--- src/rtl/nv_ram_rwsp_128x11_fifo_ctrl_if.sv ---
// Signal bundle between the 128x11 RAM FIFO controller, its producer/consumer and the RAM macro.
// The controller takes the slave view; the surrounding logic drives through the master view.
interface nv_ram_rwsp_128x11_fifo_ctrl_if #(
    parameter int AW = 7,
    parameter int DW = 11
);
    logic          wr_pvld;
    logic          wr_prdy;
    logic [DW-1:0] wr_pd;
    logic          rd_pvld;
    logic          rd_prdy;
    logic [DW-1:0] rd_pd;
    logic [AW-1:0] ram_wa;
    logic          ram_we;
    logic [DW-1:0] ram_di;
    logic [AW-1:0] ram_ra;
    logic          ram_re;
    logic          ram_ore;
    logic [DW-1:0] ram_dout;
    logic [31:0]   pwrbus_ram_pd_in;
    logic [31:0]   pwrbus_ram_pd;
    logic [AW:0]   wr_count;

    modport master (
        output wr_pvld, wr_pd, rd_prdy, ram_dout, pwrbus_ram_pd_in,
        input  wr_prdy, rd_pvld, rd_pd, ram_wa, ram_we, ram_di, ram_ra,
               ram_re, ram_ore, pwrbus_ram_pd, wr_count
    );

    modport slave (
        input  wr_pvld, wr_pd, rd_prdy, ram_dout, pwrbus_ram_pd_in,
        output wr_prdy, rd_pvld, rd_pd, ram_wa, ram_we, ram_di, ram_ra,
               ram_re, ram_ore, pwrbus_ram_pd, wr_count
    );
endinterface

--- src/rtl/nv_ram_rwsp_128x11_fifo_ctrl.sv ---
// Valid/ready FIFO control around an external two-port RAM with registered read address
// (re) and registered read data (ore); the two read registers are tracked as stages p1/p2.
module nv_ram_rwsp_128x11_fifo_ctrl #(
    parameter int DEPTH = 128,
    parameter int AW    = 7,
    parameter int DW    = 11
) (
    input  logic clk,
    input  logic rst,
    nv_ram_rwsp_128x11_fifo_ctrl_if.slave bus
);

    localparam logic [AW:0]   FULL_LVL = (AW+1)'(DEPTH);
    localparam logic [AW:0]   CNT_ONE  = (AW+1)'(1);
    localparam logic [AW-1:0] PTR_LAST = AW'(DEPTH - 1);
    localparam logic [AW-1:0] PTR_ONE  = AW'(1);

    logic [AW-1:0] wr_ptr;
    logic [AW-1:0] rd_ptr;
    logic [AW:0]   occupancy;
    logic [AW:0]   avail;
    logic          vld_p1;
    logic          vld_p2;

    logic          wr_rdy;
    logic          wr_acc;
    logic          rd_acc;
    logic          re;
    logic          ore;
    logic [DW-1:0] wr_data;
    logic [DW-1:0] rd_data;

    function automatic logic [AW-1:0] ptr_inc(input logic [AW-1:0] p);
        return (p == PTR_LAST) ? '0 : p + PTR_ONE;
    endfunction

    // Write side: ready depends only on registered occupancy, never on rd_prdy.
    assign wr_rdy  = (occupancy != FULL_LVL);
    assign wr_acc  = bus.wr_pvld & wr_rdy;
    assign wr_data = bus.wr_pd;

    // p1 -> p2 advance when the output register is free or being drained this cycle;
    // a new address issues into p1 when there is unissued data and p1 is free or advancing.
    assign ore    = vld_p1 & (~vld_p2 | bus.rd_prdy);
    assign re     = (avail != '0) & (~vld_p1 | ore);
    assign rd_acc = vld_p2 & bus.rd_prdy;

    always_ff @(posedge clk) begin
        if (rst) begin
            wr_ptr    <= '0;
            rd_ptr    <= '0;
            occupancy <= '0;
            avail     <= '0;
        end else begin
            if (wr_acc) wr_ptr <= ptr_inc(wr_ptr);
            if (re)     rd_ptr <= ptr_inc(rd_ptr);
            case ({wr_acc, rd_acc})
                2'b10:   occupancy <= occupancy + CNT_ONE;
                2'b01:   occupancy <= occupancy - CNT_ONE;
                default: occupancy <= occupancy;
            endcase
            case ({wr_acc, re})
                2'b10:   avail <= avail + CNT_ONE;
                2'b01:   avail <= avail - CNT_ONE;
                default: avail <= avail;
            endcase
        end
    end

    // Stage p1: address in the RAM read-address register
    always_ff @(posedge clk) begin
        if (rst) vld_p1 <= 1'b0;
        else     vld_p1 <= re | (vld_p1 & ~ore);
    end

    // Stage p2: data in the RAM output register, presented to the consumer
    always_ff @(posedge clk) begin
        if (rst) vld_p2 <= 1'b0;
        else     vld_p2 <= ore | (vld_p2 & ~bus.rd_prdy);
    end

    assign rd_data = bus.ram_dout;

    assign bus.wr_prdy       = wr_rdy;
    assign bus.ram_we        = wr_acc;
    assign bus.ram_wa        = wr_ptr;
    assign bus.ram_di        = wr_data;
    assign bus.ram_ra        = rd_ptr;
    assign bus.ram_re        = re;
    assign bus.ram_ore       = ore;
    assign bus.rd_pvld       = vld_p2;
    assign bus.rd_pd         = rd_data;
    assign bus.wr_count      = occupancy;
    assign bus.pwrbus_ram_pd = bus.pwrbus_ram_pd_in;

endmodule
--- src/flat_wrapper.sv ---
// flat-port wrapper written by rule: the top's interface ports become plain ports
module nv_ram_rwsp_128x11_fifo_ctrl_flat 
#(
    parameter int DEPTH = 128,
    parameter int AW    = 7,
    parameter int DW    = 11
)
  (clk, rst, bus_wr_pvld, bus_wr_pd, bus_rd_prdy, bus_ram_dout, bus_pwrbus_ram_pd_in, bus_wr_prdy, bus_rd_pvld, bus_rd_pd, bus_ram_wa, bus_ram_we, bus_ram_di, bus_ram_ra, bus_ram_re, bus_ram_ore, bus_pwrbus_ram_pd, bus_wr_count);
  nv_ram_rwsp_128x11_fifo_ctrl_if #(.AW(AW), .DW(DW)) bus_i ();
  input  logic clk;
  input  logic rst;
  input wire logic [$bits(bus_i.wr_pvld)-1:0] bus_wr_pvld;
  input wire logic [$bits(bus_i.wr_pd)-1:0] bus_wr_pd;
  input wire logic [$bits(bus_i.rd_prdy)-1:0] bus_rd_prdy;
  input wire logic [$bits(bus_i.ram_dout)-1:0] bus_ram_dout;
  input wire logic [$bits(bus_i.pwrbus_ram_pd_in)-1:0] bus_pwrbus_ram_pd_in;
  output wire logic [$bits(bus_i.wr_prdy)-1:0] bus_wr_prdy;
  output wire logic [$bits(bus_i.rd_pvld)-1:0] bus_rd_pvld;
  output wire logic [$bits(bus_i.rd_pd)-1:0] bus_rd_pd;
  output wire logic [$bits(bus_i.ram_wa)-1:0] bus_ram_wa;
  output wire logic [$bits(bus_i.ram_we)-1:0] bus_ram_we;
  output wire logic [$bits(bus_i.ram_di)-1:0] bus_ram_di;
  output wire logic [$bits(bus_i.ram_ra)-1:0] bus_ram_ra;
  output wire logic [$bits(bus_i.ram_re)-1:0] bus_ram_re;
  output wire logic [$bits(bus_i.ram_ore)-1:0] bus_ram_ore;
  output wire logic [$bits(bus_i.pwrbus_ram_pd)-1:0] bus_pwrbus_ram_pd;
  output wire logic [$bits(bus_i.wr_count)-1:0] bus_wr_count;
  assign bus_i.wr_pvld = bus_wr_pvld;
  assign bus_i.wr_pd = bus_wr_pd;
  assign bus_i.rd_prdy = bus_rd_prdy;
  assign bus_i.ram_dout = bus_ram_dout;
  assign bus_i.pwrbus_ram_pd_in = bus_pwrbus_ram_pd_in;
  assign bus_wr_prdy = bus_i.wr_prdy;
  assign bus_rd_pvld = bus_i.rd_pvld;
  assign bus_rd_pd = bus_i.rd_pd;
  assign bus_ram_wa = bus_i.ram_wa;
  assign bus_ram_we = bus_i.ram_we;
  assign bus_ram_di = bus_i.ram_di;
  assign bus_ram_ra = bus_i.ram_ra;
  assign bus_ram_re = bus_i.ram_re;
  assign bus_ram_ore = bus_i.ram_ore;
  assign bus_pwrbus_ram_pd = bus_i.pwrbus_ram_pd;
  assign bus_wr_count = bus_i.wr_count;
  nv_ram_rwsp_128x11_fifo_ctrl #(.DEPTH(DEPTH), .AW(AW), .DW(DW)) u_core (.clk(clk), .rst(rst), .bus(bus_i));
endmodule
--- config.mk ---
export PLATFORM = sky130hd
export DESIGN_NAME = nv_ram_rwsp_128x11_fifo_ctrl_flat
export DESIGN_NICKNAME = d
export VERILOG_FILES = /design/src/rtl/nv_ram_rwsp_128x11_fifo_ctrl_if.sv /design/src/rtl/nv_ram_rwsp_128x11_fifo_ctrl.sv /design/src/flat_wrapper.sv
export SDC_FILE = /design/constraint.sdc
export NUM_CORES = 1
export LEC_CHECK = 0
export ABC_AREA = 1
export BUFFER_PORTS_ARGS = -buffer_cell sky130_fd_sc_hd__clkbuf_2
export CORE_MARGIN = 3
export CORE_UTILIZATION = 46
export DETAILED_ROUTE_END_ITERATION = 12
export PLACE_DENSITY = 0.82
export SETUP_SLACK_MARGIN = 0.3
export SLEW_MARGIN = 10
export SYNTH_ARGS = -nofsm -noshare
export SYNTH_HDL_FRONTEND = slang
export SYNTH_SLANG_ARGS = --single-unit
--- constraint.sdc ---
create_clock -name clk -period 2.7 [get_ports clk]
set_input_delay 0 -clock clk [delete_from_list [all_inputs] [get_ports clk]]
set_output_delay 0 -clock clk [all_outputs]
set_load 0.05 [all_outputs]
==> Yosys cells after proc, flatten, opt, wreduce, memory -nomap -nowiden <==
Cells that the tools add are included.
{ "totals": {"regBits": 32, "latch_bits": 0, "ramBits": 0, "mem_bits_ro": 0, "input_bits": 58, "out_inout_bits": 81, "word_cells": 40, "mem_count": 0} }
{ "op_classes": {"add_sub_neg": 6, "n_mul": 0, "n_div": 0, "order_cmp": 0, "eq_ne": 7, "n_shift": 0, "muxes": 4, "bitwise_logic": 14, "reduce_logical": 3} }
{ "ops": {"columns": ["cell", "count"], "rows": [
  ["$pmux W8 S2", 2],
  ["$add A8 B1 Y8 const B", 2],
  ["$sub A8 B1 Y8 const B", 2],
  ["$add A7 B1 Y7 const B", 2],
  ["$eq A7 B7 Y1 const B", 2],
  ["$mux W7", 2],
  ["$ne A8 B8 Y1 const B", 1],
  ["$reduce_bool A8 Y1", 1],
  ["$and A1 B1 Y1", 6],
  ["$eq A2 B1 Y1 const B", 2],
  ["$eq A2 B2 Y1 const B", 2],
  ["$not A1 Y1", 4],
  ["$or A1 B1 Y1", 4],
  ["$reduce_bool A2 Y1", 2]
]} }

==> Logic depth before layout (Yosys ltp) <==
Gate-level depths: netlist (run 1).
{ "depth": {"ltp_word": 7, "ltp_mapped": 17, "ltp_nobuf": 17} }

==> Least setup slack after synthesis (run 1) <==
Ideal clock, no wire load.
{ "synth_path": {"path_kind": "register to register", "from": "register u_core.occupancy[2] (netlist: u_core.bus.wr_count[2])", "to": "register u_core.occupancy[7] (netlist: u_core.bus.wr_count[7])", "setup_ns": 0.109, "arrival_time_ns": 2.589, "t_required_ns": 2.591, "setup_slack_ns": 0.002, "path_stages_with_launch": 15, "path_buffers": 0, "period_less_slack_ns": 2.698, "cell_sequence": "dfxtp_1 > nor2_1 > nand2_2 > nor2_4 > nor2_8 > clkinv_8 > ha_1 > ha_1 > or2_2 > nand3_1 > nand2_1 > nand2_1 > nand3_1 > nand2_1 > inv_1"} }
{ "synth_between": {"elab_chain_len": 4, "elab_cells_between_ends": 8, "cone_classes": "add/sub (2); eq/ne (3); mux (1); bitwise (1); reduce/logical (1)"} }
{ "synth_rtl": {"columns": ["element", "line", "text"], "rows": [
  ["from (decl)", "nv_ram_rwsp_128x11_fifo_ctrl.sv:20", "logic [AW:0] occupancy;"],
  ["from (signal assigned)", "nv_ram_rwsp_128x11_fifo_ctrl.sv:58", "2'b10: occupancy <= occupancy + CNT_ONE;"],
  ["from (signal assigned)", "nv_ram_rwsp_128x11_fifo_ctrl.sv:59", "2'b01: occupancy <= occupancy - CNT_ONE;"],
  ["from (signal assigned)", "nv_ram_rwsp_128x11_fifo_ctrl.sv:60", "default: occupancy <= occupancy;"],
  ["$ne A8 B8 Y1 *", "nv_ram_rwsp_128x11_fifo_ctrl.sv:38", "assign wr_rdy = (occupancy != FULL_LVL);"],
  ["$and A1 B1 Y1 *", "nv_ram_rwsp_128x11_fifo_ctrl.sv:39", "assign wr_acc = bus.wr_pvld & wr_rdy;"],
  ["net bus_ram_we", "flat_wrapper.sv:21", "output wire logic [$bits(bus_i.ram_we)-1:0] bus_ram_we;"],
  ["$eq A2 B1 Y1 or $eq A2 B2 Y1 (tied branches)", "nv_ram_rwsp_128x11_fifo_ctrl.sv:57", "case ({wr_acc, rd_acc})"],
  ["$pmux W8 S2 or $reduce_bool A2 Y1 (tied branches)", null, null]
]} }
Mark *: on every way through the listed nets, which the timed path passes. The rest lies on a longest branch.
A chain may end at the register's enable or synchronous reset.

==> Worst setup path after layout (run 1) <==
{ "layout_path": {"from": "register u_core.occupancy[4] (netlist: u_core.bus.wr_count[4])", "to": "register u_core.occupancy[4] (netlist: u_core.bus.wr_count[4])"} }
{ "layout_between": {"elab_chain_len": 4, "elab_cells_between_ends": 8, "cone_classes": "add/sub (2); eq/ne (3); mux (1); bitwise (1); reduce/logical (1)"} }
{ "layout_rtl": {"columns": ["element"], "rows": [
  ["parallel branches: the longest is 4 deep, another holds $sub A8 B1 Y8"]
]} }
Parallel ways; which one is timed is not known.

==> flow_metrics.tcl, run 1 <==
set metrics [dict create \
    status "completed" \
    syn_to_final_growth_pct -0.286 \
    vdd_ir_drop_max_uv 345 \
    cp.required_ns 2.90 \
    grt_pass1_wl_mm 8.73 \
    max_slew_margin_pct 68.0 \
    seq_power_share_pct 28.3 \
    routedWlPerCell_um 12.0 \
    timing.rr.start "u_core.bus.wr_count[4]" \
    firstDrtPassIters 4 \
    crit_path_start "u_core.bus.wr_count[4]" \
    gp_congestion 0.929 \
    rsz0062_at_grt "true" \
    route.detailed.drc 0 \
    hp-class "in2out" \
    cts_sinks 32 \
    nFillCells 512 \
    synth_nets 461 \
    synth.most_common_cell "nand2_1" \
    grt_max_degree 19 \
    dieArea_sq_um 6650 \
    drive_gt1_share_pct 19.9 \
    endpoint_kind "flip-flop" \
    cts_hold_buf 0 \
    async_reset_ff_share_pct 0 \
    crit_arrival_ns 2.50 \
    wirelength_mm 5.22 \
    cts_buffers 5 \
    fin_crit_sh_pct 85.4 \
    maxCapViolations 0 \
    synthFlopType "dfxtp_1" \
    fin_skew_ns 0.00430 \
    synth.yosys.warnings 0 \
    crit_path_start_kind "flip-flop" \
    report.final.setup_viol 0 \
    rrSetupSlack_ns 0.40 \
    placement.io_buffers 30 \
    synth_cell_type_count 26 \
    powerDensity_nw_per_um2 919 \
    fmax_mhz 434 \
    drt-initial-drc-count 80 \
    tightest_slew_ns 0.480 \
    grt_overflow 0 \
    vias_per_cell 5.05 \
    clkTransAtPathRegs_ns 0.07 \
    netlist_top_cells_count "76 x nand2_1, 54 x buf_4, 54 x inv_1" \
    syn_inst 385 \
    endpoint "u_core.bus.wr_count[4]" \
    htreeDepth 2 \
    p_sw_share_pct 46.2 \
    synth_top_area_share_pct 24.4 \
    whs_ns 0.0000163 \
    cts_buffer_depth 2 \
    leakagePower_nw 1.32 \
    layout.nets 441 \
    combPwrFrac_pct 51.8 \
    globalRouteTotalUtil_pct 16.5 \
    ios 139 \
    synth_area_leader_cell "dfxtp_1" \
    reg2reg_to "u_core.bus.wr_count[4]" \
    cts_tree "yes" \
    cp_max_fo 10 \
    start_util_pct 49.5 \
    setup_tns_ns 0 \
    hold_viol_final 0 \
    drtAntennaViolNets 0 \
    grt_pass1_vias 2047 \
    num_rows 26 \
    core-area_sq_um 5300 \
    rr_worst_depth 14 \
    clk_latency_ns 0.29 \
    synth-edff-count 0 \
    synth_area_leaders "dfxtp_1 24%, buf_4 15%, nand2_1 11%, inv_1 7.7%, ha_1 7.6%" \
    fp.dieW_um 81.6 \
    yosysSeqAreaShare_pct 24.4 \
    switching_power_mw 1.11 \
    grt_antenna_before_repair 0 \
    via_count 2201 \
    diodes 0 \
    p_clk_share_pct 19.9 \
    path_class "reg2reg" \
    dpl.hpwl_mm 3.87 \
    maxSlewViolCount 0 \
    post-route-min-period_ns 2.30 \
    synth_area_sq_um 2630 \
    root_buffer "clkbuf_8" \
    synth-seq-cells 32 \
    avgSynthCellArea_sq_um 6.82 \
    die_y_um 81.6 \
    p_int_mw 1.29 \
]
[sequential cells by signal (all words and copies together) (netlist names)]
register and count:
u_core.bus.ram_wa 7, u_core.vld_p1 1, u_core.bus.rd_pvld 1, u_core.avail 8, u_core.bus.wr_count 8, u_core.bus.ram_ra 7
[critical path: stages, from the launching register on]
cell and delay [ns]:
dfxtp_4 0.35, nor2_1 0.13, nand2_2 0.09, nor2_4 0.18, nor2_8 0.08, clkinv_8 0.07
ha_2 0.28, inv_1 0.09, fa_1 0.42, inv_1 0.10, a21oi_1 0.08, xor2_1 0.15
nand2_1 0.07, nand2_1 0.07, inv_1 0.03
[cells in the final DEF, fill, tap and decap left out, drive strengths merged, types with 5 or more instances in the layout]
cell type | synthesis | final
nand2 | 80 | 80
ha | 16 | 16
inv | 55 | 55
o21ai | 15 | 15
clkbuf | 1 | 38
xnor2 | 7 | 7
nand3 | 27 | 27
dfxtp | 32 | 32
a21oi | 28 | 28
nand3b | 6 | 6
nor2 | 43 | 43
nand4 | 5 | 5
[logic make-up after synthesis]
group / after synthesis / share of synthesized area, %
xor gates and xnor gates: 10 / 3.34
adders and majority gates: 18 / 9.15
AOI/OAI and AO/OA: 46 / 9.91
DFF: 32 / 24.4
buffers and inverters: 115 / 24.8
and+or+nand+nor: 164 / 28.4
[worst min path at each step]
stage               cells after the start                     to                      from
floorplan                               1   bus_pwrbus_ram_pd[0]   bus_pwrbus_ram_pd_in[0]
global placement                        0  bus_pwrbus_ram_pd[15]  bus_pwrbus_ram_pd_in[15]
detailed placement                      0  bus_pwrbus_ram_pd[15]  bus_pwrbus_ram_pd_in[15]
CTS                                     0  bus_pwrbus_ram_pd[15]  bus_pwrbus_ram_pd_in[15]
global route                            0   bus_pwrbus_ram_pd[9]   bus_pwrbus_ram_pd_in[9]
finish                                  0  bus_pwrbus_ram_pd[14]  bus_pwrbus_ram_pd_in[14]
[power by group through the flow]
stage / registers, mW / logic, mW / clock network (mW)
finish: 0.681 / 1.25 / 0.479
floorplan: 0.827 / 1.05 / 0
global placement: 0.682 / 1.18 / 0
global route: 0.692 / 1.42 / 0.508
detailed placement: 0.687 / 1.21 / 0
CTS: 0.678 / 1.22 / 0.489
[stage by stage]
step | cells | util [%] | cell area, sq um | setup slack, ns | total power [mW]
final | 436 | 49.4 | 2620 | 0.395 | 2.41
after floorplan | 385 | - | 2670 | 0.301 | 1.88
after global routing | 436 | 49.4 | 2620 | 0.225 | 2.62
after CTS | 434 | 49.0 | 2600 | 0.408 | 2.38
after detailed placement | 426 | 46.7 | 2480 | 0.421 | 1.90
after global placement | 426 | 46.7 | 2480 | 0.440 | 1.86
[repair_timing]
action	CTS	global route
buffers inserted	0	2
endpoints found under the setup margin	0	9
gates resized for setup	0	2
[area by class of cell]
cell class	instances	area, sq um	area share [%]
clock buffers	8	121	4.63
inverters	56	223	8.50
multi-input cells	238	1350	51.7
flip-flops and latches	32	668	25.5
well taps	70	87.6	3.34
repair buffers	32	165	6.31
[metal layers]
layer	wire (um)	track usage, %	up-vias
met4	67	6.76	0
li1	-	-	1121
met3	338	4.61	8
met2	2470	28.3	66
met1	2340	19.4	1006
met5	0	0	-
No activity file was read; power rests on OpenSTA's default activity.
==> inputs of run 2 (changes only) <==
CORE_ASPECT_RATIO = 0.7   (was not set)
PLACE_DENSITY = 0.85   (was 0.82)
==> flow_metrics.tcl, run 2 (synthesis results as in run 1) <==
set metrics [dict create \
    status "completed" \
    htreeDepth 2 \
    dieArea_sq_um 6670 \
    p_clk_share_pct 20.9 \
    cts_buffers 5 \
    crit_chain "inv_2, nor2_2, nand2_2, nor2_4, nor2_8, clkinv_8, ha_4, ha_1, or2_2, nand3_1, nand2_1, nand2_1, nand3_1, nand2_1, inv_1" \
    die_y_um 69.2 \
    routedWlPerCell_um 12.1 \
    cts_tree "yes" \
    cts_buffer_depth 2 \
    leakagePower_nw 1.33 \
    max_slew_margin_pct 67.1 \
    report.final.setup_viol 0 \
    clk_latency_ns 0.29 \
    worst_path_max_delay_cell "dfxtp_2" \
    route.detailed.drc 0 \
    fin_skew_ns 0.00451 \
    grt_max_degree 19 \
    post-route-min-period_ns 2.25 \
    grt_pass1_vias 2041 \
    layout.nets 442 \
    globalRouteTotalUtil_pct 17.3 \
    drive_gt1_share_pct 20.2 \
    fin_crit_sh_pct 83.2 \
    fp.dieW_um 96.3 \
    maxSlewViolCount 0 \
    drtAntennaViolNets 0 \
    syn_to_final_growth_pct 0.715 \
    powerDensity_nw_per_um2 934 \
    cp_max_fo 10 \
    maxCapViolations 0 \
    root_buffer "clkbuf_8" \
    final_cell_mix "76 x nand2_1, 54 x inv_1, 37 x nor2_1" \
    crit_arrival_ns 2.44 \
    drt-initial-drc-count 151 \
    cpMostUsedCell "nand2_1" \
    gp_congestion 0.926 \
    grt_pass1_wl_mm 9.38 \
    start_util_pct 48.9 \
    combPwrFrac_pct 51.4 \
    placement.io_buffers 30 \
    hp-class "in2out" \
    grt_overflow 0 \
    switching_power_mw 1.13 \
    wirelength_mm 5.32 \
    placed_cell_area_sq_um 2480 \
    p_int_mw 1.34 \
    crit_path_start_kind "flip-flop" \
    cts_sinks 32 \
    cts_hold_buf 0 \
    vdd_ir_drop_max_uv 611 \
    hold_viol_final 0 \
    seq_power_share_pct 27.7 \
    fmax_mhz 445 \
    cp.required_ns 2.89 \
    dpl.hpwl_mm 3.87 \
    rrSetupSlack_ns 0.45 \
    setup_tns_ns 0 \
    slowest_delay_ns 0.34 \
    vias_per_cell 5.03 \
    final_cell_area_sq_um 2650 \
    fin_cells 439 \
    tightest_slew_ns 0.494 \
    worst-path-buf-inv 3 \
    clkTransAtPathRegs_ns 0.07 \
    firstDrtPassIters 4 \
    endpoint_kind "flip-flop" \
    dp.cells 428 \
    via_count 2209 \
    core-area_sq_um 5370 \
    diodes 0 \
    critPathTopFamily "simple AND/OR/NAND/NOR gates" \
    layout_commonest_cell "nand2_1" \
    ios 139 \
    num_rows 22 \
    grt_antenna_before_repair 0 \
    rsz0062_at_grt "true" \
    p_sw_share_pct 45.8 \
    path_class "reg2reg" \
]
-- run 2: path summary, 6_finish.rpt --
path,from,to,depth (start not counted)
max,u_core.bus.wr_count[7],u_core.bus.wr_count[7],15
min reg2reg,u_core.bus.wr_count[0],u_core.bus.wr_count[0],1
max reg2reg,u_core.bus.wr_count[7],u_core.bus.wr_count[7],15
min,bus_ram_dout[1],bus_rd_pd[1],0
-- run 2: metrics by stage --
step                utilization [%]  worst slack [ns]  power (mW)  hold slack, ns
finish                         49.3             0.454        2.47       0.0000220
global route                   49.3             0.275        2.69       0.0000732
CTS                            48.6             0.332        2.43        0.000341
detailed placement             46.2             0.358        1.90        0.000341
global placement               46.2             0.437        1.87        0.000341
floorplan                         -             0.301        1.88           0.167
-- run 2: final cells by class --
cell class | count | area, sq um
well taps | 72 | 90.1
repair buffers | 33 | 173
multi-input cells | 238 | 1370
clock inverters | 1 | 30.0
clock buffers | 7 | 96.3
inverters | 56 | 223
flip-flops and latches | 32 | 668
fillers | 520 | 2720
-- run 2: power groups by stage --
stage / clock network, mW / logic, mW / registers, mW
6_report: 0.516 / 1.27 / 0.685
5_1_grt: 0.553 / 1.44 / 0.699
4_1_cts: 0.525 / 1.22 / 0.682
3_5_place_dp: 0 / 1.21 / 0.692
3_3_place_gp: 0 / 1.18 / 0.687
2_1_floorplan: 0 / 1.05 / 0.827
-- run 2: worst register-to-register path: stages, from the launching register on --
cell,delay (ns)
dfxtp_2,0.34
inv_2,0.07
nor2_2,0.04
nand2_2,0.07
nor2_4,0.06
nor2_8,0.19
clkinv_8,0.11
ha_4,0.21
ha_1,0.32
or2_2,0.33
nand3_1,0.11
nand2_1,0.06
nand2_1,0.06
nand3_1,0.06
nand2_1,0.07
inv_1,0.04
-- run 2: layer usage --
metal	vias up	track usage [%]	share of wire [%]
li1	1125	-	-
met1	1003	23.6	47
met2	71	25.6	45
met3	10	6.40	6.4
met4	0	4.82	1.2
met5	-	0	0
-- run 2: repair_timing --
action,in CTS,in global routing
resized for setup,0,3
endpoints found under the setup margin,0,9
setup buffers,0,3
